===== config.mk =====
export PLATFORM = sky130hd
export DESIGN_NAME = vdc_cpu_port_flat
export DESIGN_NICKNAME = d
export VERILOG_FILES = /design/src/rtl/vdc_pkg.sv /design/src/rtl/vdc_cpu_port_if.sv /design/src/rtl/bus_edge_detect.sv /design/src/rtl/vdc_cpu_port.sv /design/src/flat_wrapper.sv
export SDC_FILE = /design/constraint.sdc
export NUM_CORES = 1
export LEC_CHECK = 0
export CORE_MARGIN = 2
export CORE_UTILIZATION = 41
export CTS_BUF_LIST = sky130_fd_sc_hd__clkbuf_8
export DETAILED_ROUTE_END_ITERATION = 7
export SETUP_SLACK_MARGIN = 0.4
export SYNTH_ARGS = -nofsm -noshare
export SYNTH_HDL_FRONTEND = slang
export SYNTH_SLANG_ARGS = --single-unit

===== constraint.sdc =====
create_clock -name clock -period 3.15 [get_ports clock]
set_input_delay 0.945 -clock clock [delete_from_list [all_inputs] [get_ports clock]]
set_output_delay 0.945 -clock clock [all_outputs]
set_load 0.02 [all_outputs]

===== src/rtl/vdc_pkg.sv =====
// vdc_pkg: shared register indices, port selects, FSM states and increment decode for the VDC CPU port
package vdc_pkg;
    localparam logic [4:0] REG_MAWR = 5'h00;
    localparam logic [4:0] REG_MARR = 5'h01;
    localparam logic [4:0] REG_VRW  = 5'h02;
    localparam logic [4:0] REG_CR   = 5'h05;
    localparam logic [1:0] PORT_AR  = 2'd0;
    localparam logic [1:0] PORT_LSB = 2'd2;
    localparam logic [1:0] PORT_MSB = 2'd3;
    typedef enum logic [1:0] {ST_IDLE, ST_WREQ, ST_RREQ} st_e;
    function automatic logic [15:0] inc_of(input logic [1:0] cr);
        return (cr == 2'b00) ? 16'd1 : (cr == 2'b01) ? 16'd32 : (cr == 2'b10) ? 16'd64 : 16'd128;
    endfunction
endpackage


===== src/rtl/vdc_cpu_port_if.sv =====
// vdc_cpu_port_if: CPU bus pins, VRAM request channel and foreign-register strobe
//   CPU side   : CS_n, WR_n, RD_n, A, D -> D_out, BUSY_n; status_in from ControlUnit
//   VRAM side  : vram_req/we/addr/wdata -> vram_ack/vram_rdata
//   Reg strobe : reg_wr, reg_idx, reg_msb, reg_data
interface vdc_cpu_port_if;
    logic        CS_n;
    logic        WR_n;
    logic        RD_n;
    logic [1:0]  A;
    logic [7:0]  D;
    logic [7:0]  D_out;
    logic [5:0]  status_in;
    logic        BUSY_n;
    logic        vram_req;
    logic        vram_we;
    logic [15:0] vram_addr;
    logic [15:0] vram_wdata;
    logic        vram_ack;
    logic [15:0] vram_rdata;
    logic        reg_wr;
    logic [4:0]  reg_idx;
    logic        reg_msb;
    logic [7:0]  reg_data;
    modport slave (
        input  CS_n, WR_n, RD_n, A, D, status_in, vram_ack, vram_rdata,
        output D_out, BUSY_n, vram_req, vram_we, vram_addr, vram_wdata,
        output reg_wr, reg_idx, reg_msb, reg_data
    );
    modport master (
        output CS_n, WR_n, RD_n, A, D, status_in, vram_ack, vram_rdata,
        input  D_out, BUSY_n, vram_req, vram_we, vram_addr, vram_wdata,
        input  reg_wr, reg_idx, reg_msb, reg_data
    );
endinterface


===== src/rtl/bus_edge_detect.sv =====
// bus_edge_detect: registers a bus strobe qualifier and emits a one-cycle event on its rising edge
//   clock, reset_n : clock and async active-low reset
//   i_q            : raw qualifier (e.g. ~CS_n & ~WR_n)
//   o_evt          : one-cycle pulse, the cycle after the qualifier is first sampled high
module bus_edge_detect (
    input  logic clock,
    input  logic reset_n,
    input  logic i_q,
    output logic o_evt
);
    logic r_q;
    logic r_q_d;
    always_ff @(posedge clock or negedge reset_n) begin
        if (!reset_n) begin
            r_q   <= 1'b0;
            r_q_d <= 1'b0;
        end else begin
            r_q   <= i_q;
            r_q_d <= r_q;
        end
    end
    assign o_evt = r_q & ~r_q_d;
endmodule


===== src/rtl/vdc_cpu_port.sv =====
// vdc_cpu_port: HuC6270 CPU register port - AR/MAWR/MARR/CR decode, VRAM write and read-prefetch sequencing
//   clock, reset_n : clock and async active-low reset
//   bus (slave)    : CPU pins, status_in, VRAM request channel and foreign-register strobe
module vdc_cpu_port
    import vdc_pkg::*;
(
    input  logic           clock,
    input  logic           reset_n,
    vdc_cpu_port_if.slave  bus
);
    logic        w_wr_evt;
    logic        w_rd_evt;
    logic        w_idle;
    logic        w_wr_ok;
    logic        w_msb;
    logic [15:0] w_inc;
    logic [4:0]  r_ar;
    logic [15:0] r_mawr;
    logic [15:0] r_marr;
    logic [1:0]  r_cr;
    logic [7:0]  r_wlo;
    logic [15:0] r_rbuf;
    logic [7:0]  r_dout;
    st_e         r_state;
    logic        r_busy_n;
    logic        r_req;
    logic        r_we;
    logic [15:0] r_addr;
    logic [15:0] r_wdata;
    logic        r_reg_wr;
    logic [4:0]  r_reg_idx;
    logic        r_reg_msb;
    logic [7:0]  r_reg_data;

    bus_edge_detect u_wr_edge (.clock(clock), .reset_n(reset_n), .i_q(~bus.CS_n & ~bus.WR_n), .o_evt(w_wr_evt));
    bus_edge_detect u_rd_edge (.clock(clock), .reset_n(reset_n), .i_q(~bus.CS_n & ~bus.RD_n), .o_evt(w_rd_evt));

    assign w_idle  = (r_state == ST_IDLE);
    assign w_msb   = (bus.A == PORT_MSB);
    // data-port writes are dropped while a VRAM transaction is pending
    assign w_wr_ok = w_wr_evt & w_idle & ((bus.A == PORT_LSB) | w_msb);
    assign w_inc   = inc_of(r_cr);

    always_ff @(posedge clock or negedge reset_n) begin
        if (!reset_n) begin
            r_ar       <= 5'd0;
            r_mawr     <= 16'd0;
            r_marr     <= 16'd0;
            r_cr       <= 2'b00;
            r_wlo      <= 8'd0;
            r_rbuf     <= 16'd0;
            r_dout     <= 8'd0;
            r_state    <= ST_IDLE;
            r_busy_n   <= 1'b1;
            r_req      <= 1'b0;
            r_we       <= 1'b0;
            r_addr     <= 16'd0;
            r_wdata    <= 16'd0;
            r_reg_wr   <= 1'b0;
            r_reg_idx  <= 5'd0;
            r_reg_msb  <= 1'b0;
            r_reg_data <= 8'd0;
        end else begin
            r_reg_wr <= 1'b0;
            if (w_wr_evt && bus.A == PORT_AR)
                r_ar <= bus.D[4:0];
            if (w_wr_ok) begin
                case (r_ar)
                    REG_MAWR: if (w_msb) r_mawr[15:8] <= bus.D; else r_mawr[7:0] <= bus.D;
                    REG_MARR: begin
                        if (w_msb) begin
                            // prefetch uses the freshly written MARR; increment lands on ack
                            r_marr[15:8] <= bus.D;
                            r_addr       <= {bus.D, r_marr[7:0]};
                            r_we         <= 1'b0;
                            r_req        <= 1'b1;
                            r_busy_n     <= 1'b0;
                            r_state      <= ST_RREQ;
                        end else
                            r_marr[7:0] <= bus.D;
                    end
                    REG_VRW: begin
                        if (w_msb) begin
                            r_addr   <= r_mawr;
                            r_wdata  <= {bus.D, r_wlo};
                            r_we     <= 1'b1;
                            r_req    <= 1'b1;
                            r_busy_n <= 1'b0;
                            r_state  <= ST_WREQ;
                        end else
                            r_wlo <= bus.D;
                    end
                    REG_CR: if (w_msb) r_cr <= bus.D[4:3];
                    default: begin
                        r_reg_wr   <= 1'b1;
                        r_reg_idx  <= r_ar;
                        r_reg_msb  <= w_msb;
                        r_reg_data <= bus.D;
                    end
                endcase
            end
            if (w_rd_evt) begin
                r_dout <= (bus.A == PORT_AR)  ? {1'b0, ~r_busy_n, bus.status_in} :
                          (bus.A == PORT_LSB) ? r_rbuf[7:0] :
                          (bus.A == PORT_MSB) ? r_rbuf[15:8] : 8'd0;
                if (w_msb && r_ar == REG_VRW && w_idle) begin
                    r_addr   <= r_marr;
                    r_we     <= 1'b0;
                    r_req    <= 1'b1;
                    r_busy_n <= 1'b0;
                    r_state  <= ST_RREQ;
                end
            end
            if (!w_idle && bus.vram_ack) begin
                r_req    <= 1'b0;
                r_busy_n <= 1'b1;
                r_state  <= ST_IDLE;
                if (r_state == ST_WREQ)
                    r_mawr <= r_mawr + w_inc;
                else begin
                    r_marr <= r_marr + w_inc;
                    r_rbuf <= bus.vram_rdata;
                end
            end
        end
    end

    assign bus.D_out      = r_dout;
    assign bus.BUSY_n     = r_busy_n;
    assign bus.vram_req   = r_req;
    assign bus.vram_we    = r_we;
    assign bus.vram_addr  = r_addr;
    assign bus.vram_wdata = r_wdata;
    assign bus.reg_wr     = r_reg_wr;
    assign bus.reg_idx    = r_reg_idx;
    assign bus.reg_msb    = r_reg_msb;
    assign bus.reg_data   = r_reg_data;
endmodule


===== src/flat_wrapper.sv =====
// flat-port wrapper written by rule: the top's interface ports become plain ports
module vdc_cpu_port_flat import vdc_pkg::*;
  (clock, reset_n, bus_CS_n, bus_WR_n, bus_RD_n, bus_A, bus_D, bus_status_in, bus_vram_ack, bus_vram_rdata, bus_D_out, bus_BUSY_n, bus_vram_req, bus_vram_we, bus_vram_addr, bus_vram_wdata, bus_reg_wr, bus_reg_idx, bus_reg_msb, bus_reg_data);
  vdc_cpu_port_if bus_i ();
  input  logic clock;
  input  logic reset_n;
  input wire logic [$bits(bus_i.CS_n)-1:0] bus_CS_n;
  input wire logic [$bits(bus_i.WR_n)-1:0] bus_WR_n;
  input wire logic [$bits(bus_i.RD_n)-1:0] bus_RD_n;
  input wire logic [$bits(bus_i.A)-1:0] bus_A;
  input wire logic [$bits(bus_i.D)-1:0] bus_D;
  input wire logic [$bits(bus_i.status_in)-1:0] bus_status_in;
  input wire logic [$bits(bus_i.vram_ack)-1:0] bus_vram_ack;
  input wire logic [$bits(bus_i.vram_rdata)-1:0] bus_vram_rdata;
  output wire logic [$bits(bus_i.D_out)-1:0] bus_D_out;
  output wire logic [$bits(bus_i.BUSY_n)-1:0] bus_BUSY_n;
  output wire logic [$bits(bus_i.vram_req)-1:0] bus_vram_req;
  output wire logic [$bits(bus_i.vram_we)-1:0] bus_vram_we;
  output wire logic [$bits(bus_i.vram_addr)-1:0] bus_vram_addr;
  output wire logic [$bits(bus_i.vram_wdata)-1:0] bus_vram_wdata;
  output wire logic [$bits(bus_i.reg_wr)-1:0] bus_reg_wr;
  output wire logic [$bits(bus_i.reg_idx)-1:0] bus_reg_idx;
  output wire logic [$bits(bus_i.reg_msb)-1:0] bus_reg_msb;
  output wire logic [$bits(bus_i.reg_data)-1:0] bus_reg_data;
  assign bus_i.CS_n = bus_CS_n;
  assign bus_i.WR_n = bus_WR_n;
  assign bus_i.RD_n = bus_RD_n;
  assign bus_i.A = bus_A;
  assign bus_i.D = bus_D;
  assign bus_i.status_in = bus_status_in;
  assign bus_i.vram_ack = bus_vram_ack;
  assign bus_i.vram_rdata = bus_vram_rdata;
  assign bus_D_out = bus_i.D_out;
  assign bus_BUSY_n = bus_i.BUSY_n;
  assign bus_vram_req = bus_i.vram_req;
  assign bus_vram_we = bus_i.vram_we;
  assign bus_vram_addr = bus_i.vram_addr;
  assign bus_vram_wdata = bus_i.vram_wdata;
  assign bus_reg_wr = bus_i.reg_wr;
  assign bus_reg_idx = bus_i.reg_idx;
  assign bus_reg_msb = bus_i.reg_msb;
  assign bus_reg_data = bus_i.reg_data;
  vdc_cpu_port u_core (.clock(clock), .reset_n(reset_n), .bus(bus_i));
endmodule

==> Word level (Yosys, flattened, before mapping) <==
Index checks and enable logic that the tools add are counted.
{ "op_classes": {"add_sub_neg": 2, "n_eq_ne": 8, "n_mux": 51, "n_bitwise": 16, "n_reduce_logical": 16} }
{ "op_table": {"columns": ["operator", "n"], "rows": [
  ["$mux 16", 15],
  ["$mux 8", 8],
  ["$add 16x16->16", 2],
  ["$pmux 16 s2", 1],
  ["$mux 1", 19],
  ["$mux 2", 6],
  ["$not 1->1", 9],
  ["$reduce_and 3->1", 3],
  ["$and 1x1->1", 6],
  ["$eq 2x2->1 const B", 3],
  ["$logic_not 2->1", 3],
  ["$eq 5x1->1 const B", 1],
  ["$eq 5x2->1 const B", 1],
  ["$eq 5x3->1 const B", 1],
  ["$logic_not 5->1", 1],
  ["$eq 2x1->1 const B", 2],
  ["$logic_and 1x1->1", 4],
  ["$pmux 2 s2", 1],
  ["$reduce_and 2->1", 2],
  ["$reduce_or 4->1", 1],
  ["$pmux 1 s2", 1],
  ["$reduce_or 2->1", 1],
  ["$logic_not 1->1", 1],
  ["$or 1x1->1", 1]
]} }
{ "word_totals": {"reg_bits": 127, "input_bits": 38, "out_inout_bits": 58, "elab_cells": 114} }

==> Logic depth before layout (Yosys ltp) <==
{ "depth": {"depth_word": 8, "depth_mapped": 11, "depth_no_buf": 9} }

==> By module <==
From an unflattened synthesis, not the netlist that was laid out.
{ "hier_totals": {"hier_cells": 605, "area_unflattened_um2": 6248.5} }
{ "by_module_without_submodules": {"columns": ["module", "n_inst", "cells_each", "area_per_inst_um2", "seq_area_each_um2"], "rows": [
  ["vdc_cpu_port", 1, 599, 6120.9, 3079.2],
  ["bus_edge_detect", 2, 3, 63.8, 50.0]
]} }

==> Least setup slack after synthesis <==
OpenSTA, ideal clock, no wires.
{ "synth_timing": {"kind": "register to register", "startpoint": "reg u_core.r_cr[0]", "endpoint": "reg u_core.r_marr[10]", "setup_time_ns": 0.099, "t_arrival_ns": 2.232, "t_required_ns": 3.051, "slack_ns": 0.819, "stages_incl_launch_ff": 11, "n_path_buf": 2, "synth_period_minus_slack_ns": 2.331, "path_cell_list": "dfrtp_1 -> buf_2 -> and2_1 -> ha_1 -> clkbuf_1 -> nand4b_1 -> nand2_1 -> nand2_1 -> a221oi_1 -> a211oi_1 -> a311oi_1"} }
{ "synth_via": {"elab_chain_len": 7, "word_cells_on_any_way": 9, "classes_between": "add/sub (1); eq/ne (2); mux (5); reduce/logical (1)"} }
{ "synth_rtl": {"columns": ["element", "line_no", "text"], "rows": [
  ["start, declared", "vdc_cpu_port.sv:20", "logic [1:0] r_cr;"],
  ["start signal, assigned", "vdc_cpu_port.sv:93", "REG_CR: if (w_msb) r_cr <= bus.D[4:3];"],
  ["$eq 2x2->1", "vdc_pkg.sv:12", "return (cr == 2'b00) ? 16'd1 : (cr == 2'b01) ? 16'd32 : (cr == 2'b10) ? 16'd64 : 16'd128;"],
  ["$mux 8", "vdc_pkg.sv:12", null],
  ["$mux 16", "vdc_pkg.sv:12", null],
  ["$mux 16 (*)", "vdc_pkg.sv:12", null],
  ["$add 16x16->16 (*)", "vdc_cpu_port.sv:121", "r_marr <= r_marr + w_inc;"],
  ["$mux 16 (*)", "vdc_cpu_port.sv:118", "if (r_state == ST_WREQ)"],
  ["$mux 16 (*)", "vdc_cpu_port.sv:114", "if (!w_idle && bus.vram_ack) begin"],
  ["end signal, assigned", "vdc_cpu_port.sv:73", "r_marr[15:8] <= bus.D;"],
  ["end signal, assigned", "vdc_cpu_port.sv:121", null],
  ["end, declared", "vdc_cpu_port.sv:19", "logic [15:0] r_marr;"]
]} }
Every way passes the cells marked *; elsewhere a longest branch is shown, timed or not.
A chain may end at the register's enable or synchronous reset.

==> Worst setup path after layout <==
{ "layout_timing": {"startpoint": "reg u_core.r_busy_n, in the netlist u_core.bus.BUSY_n", "endpoint": "out bus_BUSY_n"} }
{ "layout_rtl": {"columns": ["element", "line_no", "text"], "rows": [
  ["start, declared", "vdc_cpu_port.sv:25", "logic r_busy_n;"],
  ["start signal, assigned", "vdc_cpu_port.sv:54", "r_busy_n <= 1'b1;"],
  ["start signal, assigned", "vdc_cpu_port.sv:77", "r_busy_n <= 1'b0;"],
  ["start signal, assigned", "vdc_cpu_port.sv:88", "r_busy_n <= 1'b0;"],
  ["end, declared", "flat_wrapper.sv:16", "output wire logic [$bits(bus_i.BUSY_n)-1:0] bus_BUSY_n;"]
]} }
No word-level cell between the ends.

==> impl_metrics.tcl <==
set metrics [dict create \
    ios 96 \
    clk_pin_slew_ps 80 \
    num_vias 5179 \
    ant_nets 0 \
    synth_edf_count 0 \
    clk_path_buf_depth 2 \
    switching_share_pct 37.9 \
    fmax_mhz 389 \
    antenna_found_initial 0 \
    max-cap-violations 0 \
    cts_inserted_buffers 17 \
    clockPowerShare_pct 21.8 \
    cpMaxStageDelayCell "clkdlybuf4s50_1" \
    slowest_delay_ps 600 \
    first_pass_iters 6 \
    clockRootBuffer "clkbuf_8" \
    rsz0062_at_grt "true" \
    dpl-instance-area_um2 7500 \
    wirelength_mm 17.2 \
    hold_buffers 0 \
    fin_nets 764 \
    gp_congestion 0.897 \
    crit_fanout 3 \
    top_layer "met4" \
    ff_latch_area_um2 3180 \
    fin_skew_ps 10.2 \
    grt_pass1_wl_mm 27.9 \
    min_period_over_period_pct 81.5 \
    die-area_um2 16400 \
    multi_input_area_um2 2920 \
    wl_met3_um 757 \
    finalSetupViolations 0 \
    yosys_warnings 0 \
    async_flop_share_pct 100 \
    p_comb_share_pct 33.7 \
    initial_core_util_pct 41.7 \
    clkSinkCount 127 \
    startpoint_type "flip-flop" \
    drive_above_1_share_pct 18.1 \
    ys_seq_area_share_pct 50.3 \
    route.met2.wl_mm 8.00 \
    rows 45 \
    fillCellCount 1327 \
    numPortBuffers 95 \
    syn_area_um2 6320 \
    via_per_inst 5.62 \
    status "finished clean" \
    drtIter0Drc 383 \
    synth_ff_type "dfrtp_1" \
    p_int_mw 3.66 \
    power_mw 5.89 \
    seq_power_share_pct 44.5 \
    crit_chain "clkdlybuf4s50_1" \
    leakage_nw 3.50 \
    grt_max_degree 60 \
    crit_family "buffers and inverters" \
    relSlewSlack_pct 54.0 \
    p_per_area_nw_per_um2 749 \
    crit_type "flip-flop to output port" \
    postSynthAreaPerCell_um2 10.2 \
    die-width_um 128 \
    hold_path.class "flip-flop to flip-flop" \
    syn_inst 622 \
    fin_crit_ps 2570 \
    endpoint_kind "output port" \
    antenna_cells 0 \
    cts_tree "done" \
    fin_tns_setup_ps 0 \
    grt_pass1_vias 5145 \
    die_y_um 128 \
    synth_cell_type_count 71 \
    clock_latency_ps 450 \
    remaining_drc_errors 0 \
    slew_violations 0 \
    routedWlPerCell_um 18.7 \
    critPathBufInv 1 \
    tightest_slew_ps 688 \
    arrival_ps 1620 \
    cts_max_level 4 \
    ir_drop_mv 0.447 \
    power_switching_mw 2.23 \
    syn_to_final_growth_pct 24.5 \
    grt.overflow.total 0 \
    finish.instance_area_um2 7860 \
    grtUsageTotal_pct 22.1 \
    fp.coreArea_um2 15100 \
    hold_viol_final 0 \
    dpl.hpwl_mm 12.4 \
    synth.net_count 666 \
    crit_required_ps 2200 \
    synth-seq-cells 127 \
    met1_length_mm 8.22 \
]
-- per-stage QoR --
step	hold slack (ps)	cells	utilization [%]	setup WS, ps
final	388	921	51.9	582
after global routing	411	921	51.9	393
after CTS	392	921	51.9	549
after detailed placement	375	889	49.5	284
after global placement	365	889	49.5	334
after floorplan	355	622	-	819
-- state kept, by name, summed over array words and instances (netlist names), 5 cells and up --
signal	cells
u_core.r_mawr	16
u_core.bus.vram_addr	16
u_core.r_marr	16
u_core.bus.vram_wdata	16
u_core.r_ar	5
u_core.bus.D_out	8
u_core.bus.reg_data	8
u_core.r_wlo	8
u_core.r_rbuf	16
u_core.bus.reg_idx	5
-- timing repair --
item | in CTS | in global routing
endpoints found under the setup margin | 0 | 3
buffers inserted | 0 | 0
gates resized for setup | 0 | 2
-- synth_stat cells (all sizes together), types with 5 or more instances --
cell type / instances / share of area, %
mux2: 53 / 9.4
nand2: 131 / 8.2
nand2b: 7 / 0.81
nor2: 40 / 2.5
a211oi: 8 / 0.95
nand3: 11 / 0.87
a311oi: 8 / 1.1
nor3: 11 / 0.87
o21ai: 22 / 1.7
mux2i: 5 / 0.79
dfrtp: 126 / 50
buf: 18 / 1.8
and2: 7 / 0.69
a22oi: 22 / 2.6
a21oi: 22 / 1.9
nor4: 5 / 1.1
clkbuf: 24 / 1.5
a31oi: 5 / 0.50
and4: 6 / 0.83
and3: 7 / 0.69
nand4: 6 / 0.59
a221o: 6 / 0.95
ha: 6 / 1.2
-- layout make-up --
type	instances	share of cell area, %
sequential	127	40.4
inverter	4	0.191
clock buffer	18	3.15
timing repair buffer	121	14.7
tap	188	2.99
clock inverter	14	1.42
multi-input combinational	449	37.1
-- final timing paths --
path	start	endpoint	slack (ps)	cells after the start
worst max register to register	u_core.r_cr[0]	u_core.r_marr[10]	630	10
worst min-delay path	u_core.u_rd_edge.r_q	u_core.u_rd_edge.r_q_d	390	0
worst min register to register	u_core.u_rd_edge.r_q	u_core.u_rd_edge.r_q_d	390	0
min in group asynchronous	reset_n	u_core.r_marr[4]	480	1
worst max-delay path	u_core.bus.BUSY_n	bus_BUSY_n	580	1
max in group asynchronous	reset_n	u_core.bus.D_out[4]	1880	2
-- layer usage --
layer	vias up	global-route usage [%]
met4	0	7.43
met3	17	4.26
li1	2433	-
met1	2596	31.6
met2	133	33.8
met5	-	0
-- worst reg2reg max path, stage by stage (launching register included) --
cell,delay (ps)
dfrtp_1,380
buf_4,180
and2_1,190
ha_1,470
nand4b_1,180
nand2_1,120
nand2_1,50
a221oi_1,370
buf_4,200
a211oi_1,70
a311oi_1,220
-- power groups by stage --
stage	logic (mW)	clock network [mW]	registers (mW)
after global placement	1.95	0	2.63
after floorplan	1.07	0	2.70
after detailed placement	1.98	0	2.65
after global routing	2.19	1.38	2.70
after CTS	2.00	1.31	2.62
final	1.98	1.28	2.62
-- layout by cell type, fill, tap and decap left out, types with 11 or more instances in the layout --
cell type | Yosys | routed
mux2_2 | 53 | 53
clkdlybuf4s50_1 | 0 | 94
clkbuf_8 | 0 | 18
nand2_1 | 126 | 126
a21oi_1 | 20 | 20
a22oi_1 | 22 | 22
nor2_1 | 38 | 38
nor3_1 | 11 | 11
buf_4 | 3 | 26
dfrtp_1 | 126 | 126
nand3_1 | 11 | 11
o21ai_0 | 22 | 21
-- kinds of logic (layout without fill, tap and decap cells) --
logic type	after synthesis	in the layout	share of synthesized area, %
AOI/OAI and AO/OA	130	130	14.7
xor gates and xnor gates	4	4	0.555
adders and majority gates	8	8	1.51
buffers and inverters	46	157	3.51
DFF	127	127	50.3
muxes	58	58	10.2
and+or+nand+nor	249	249	19.2
Power figures use the tool's default switching activity.
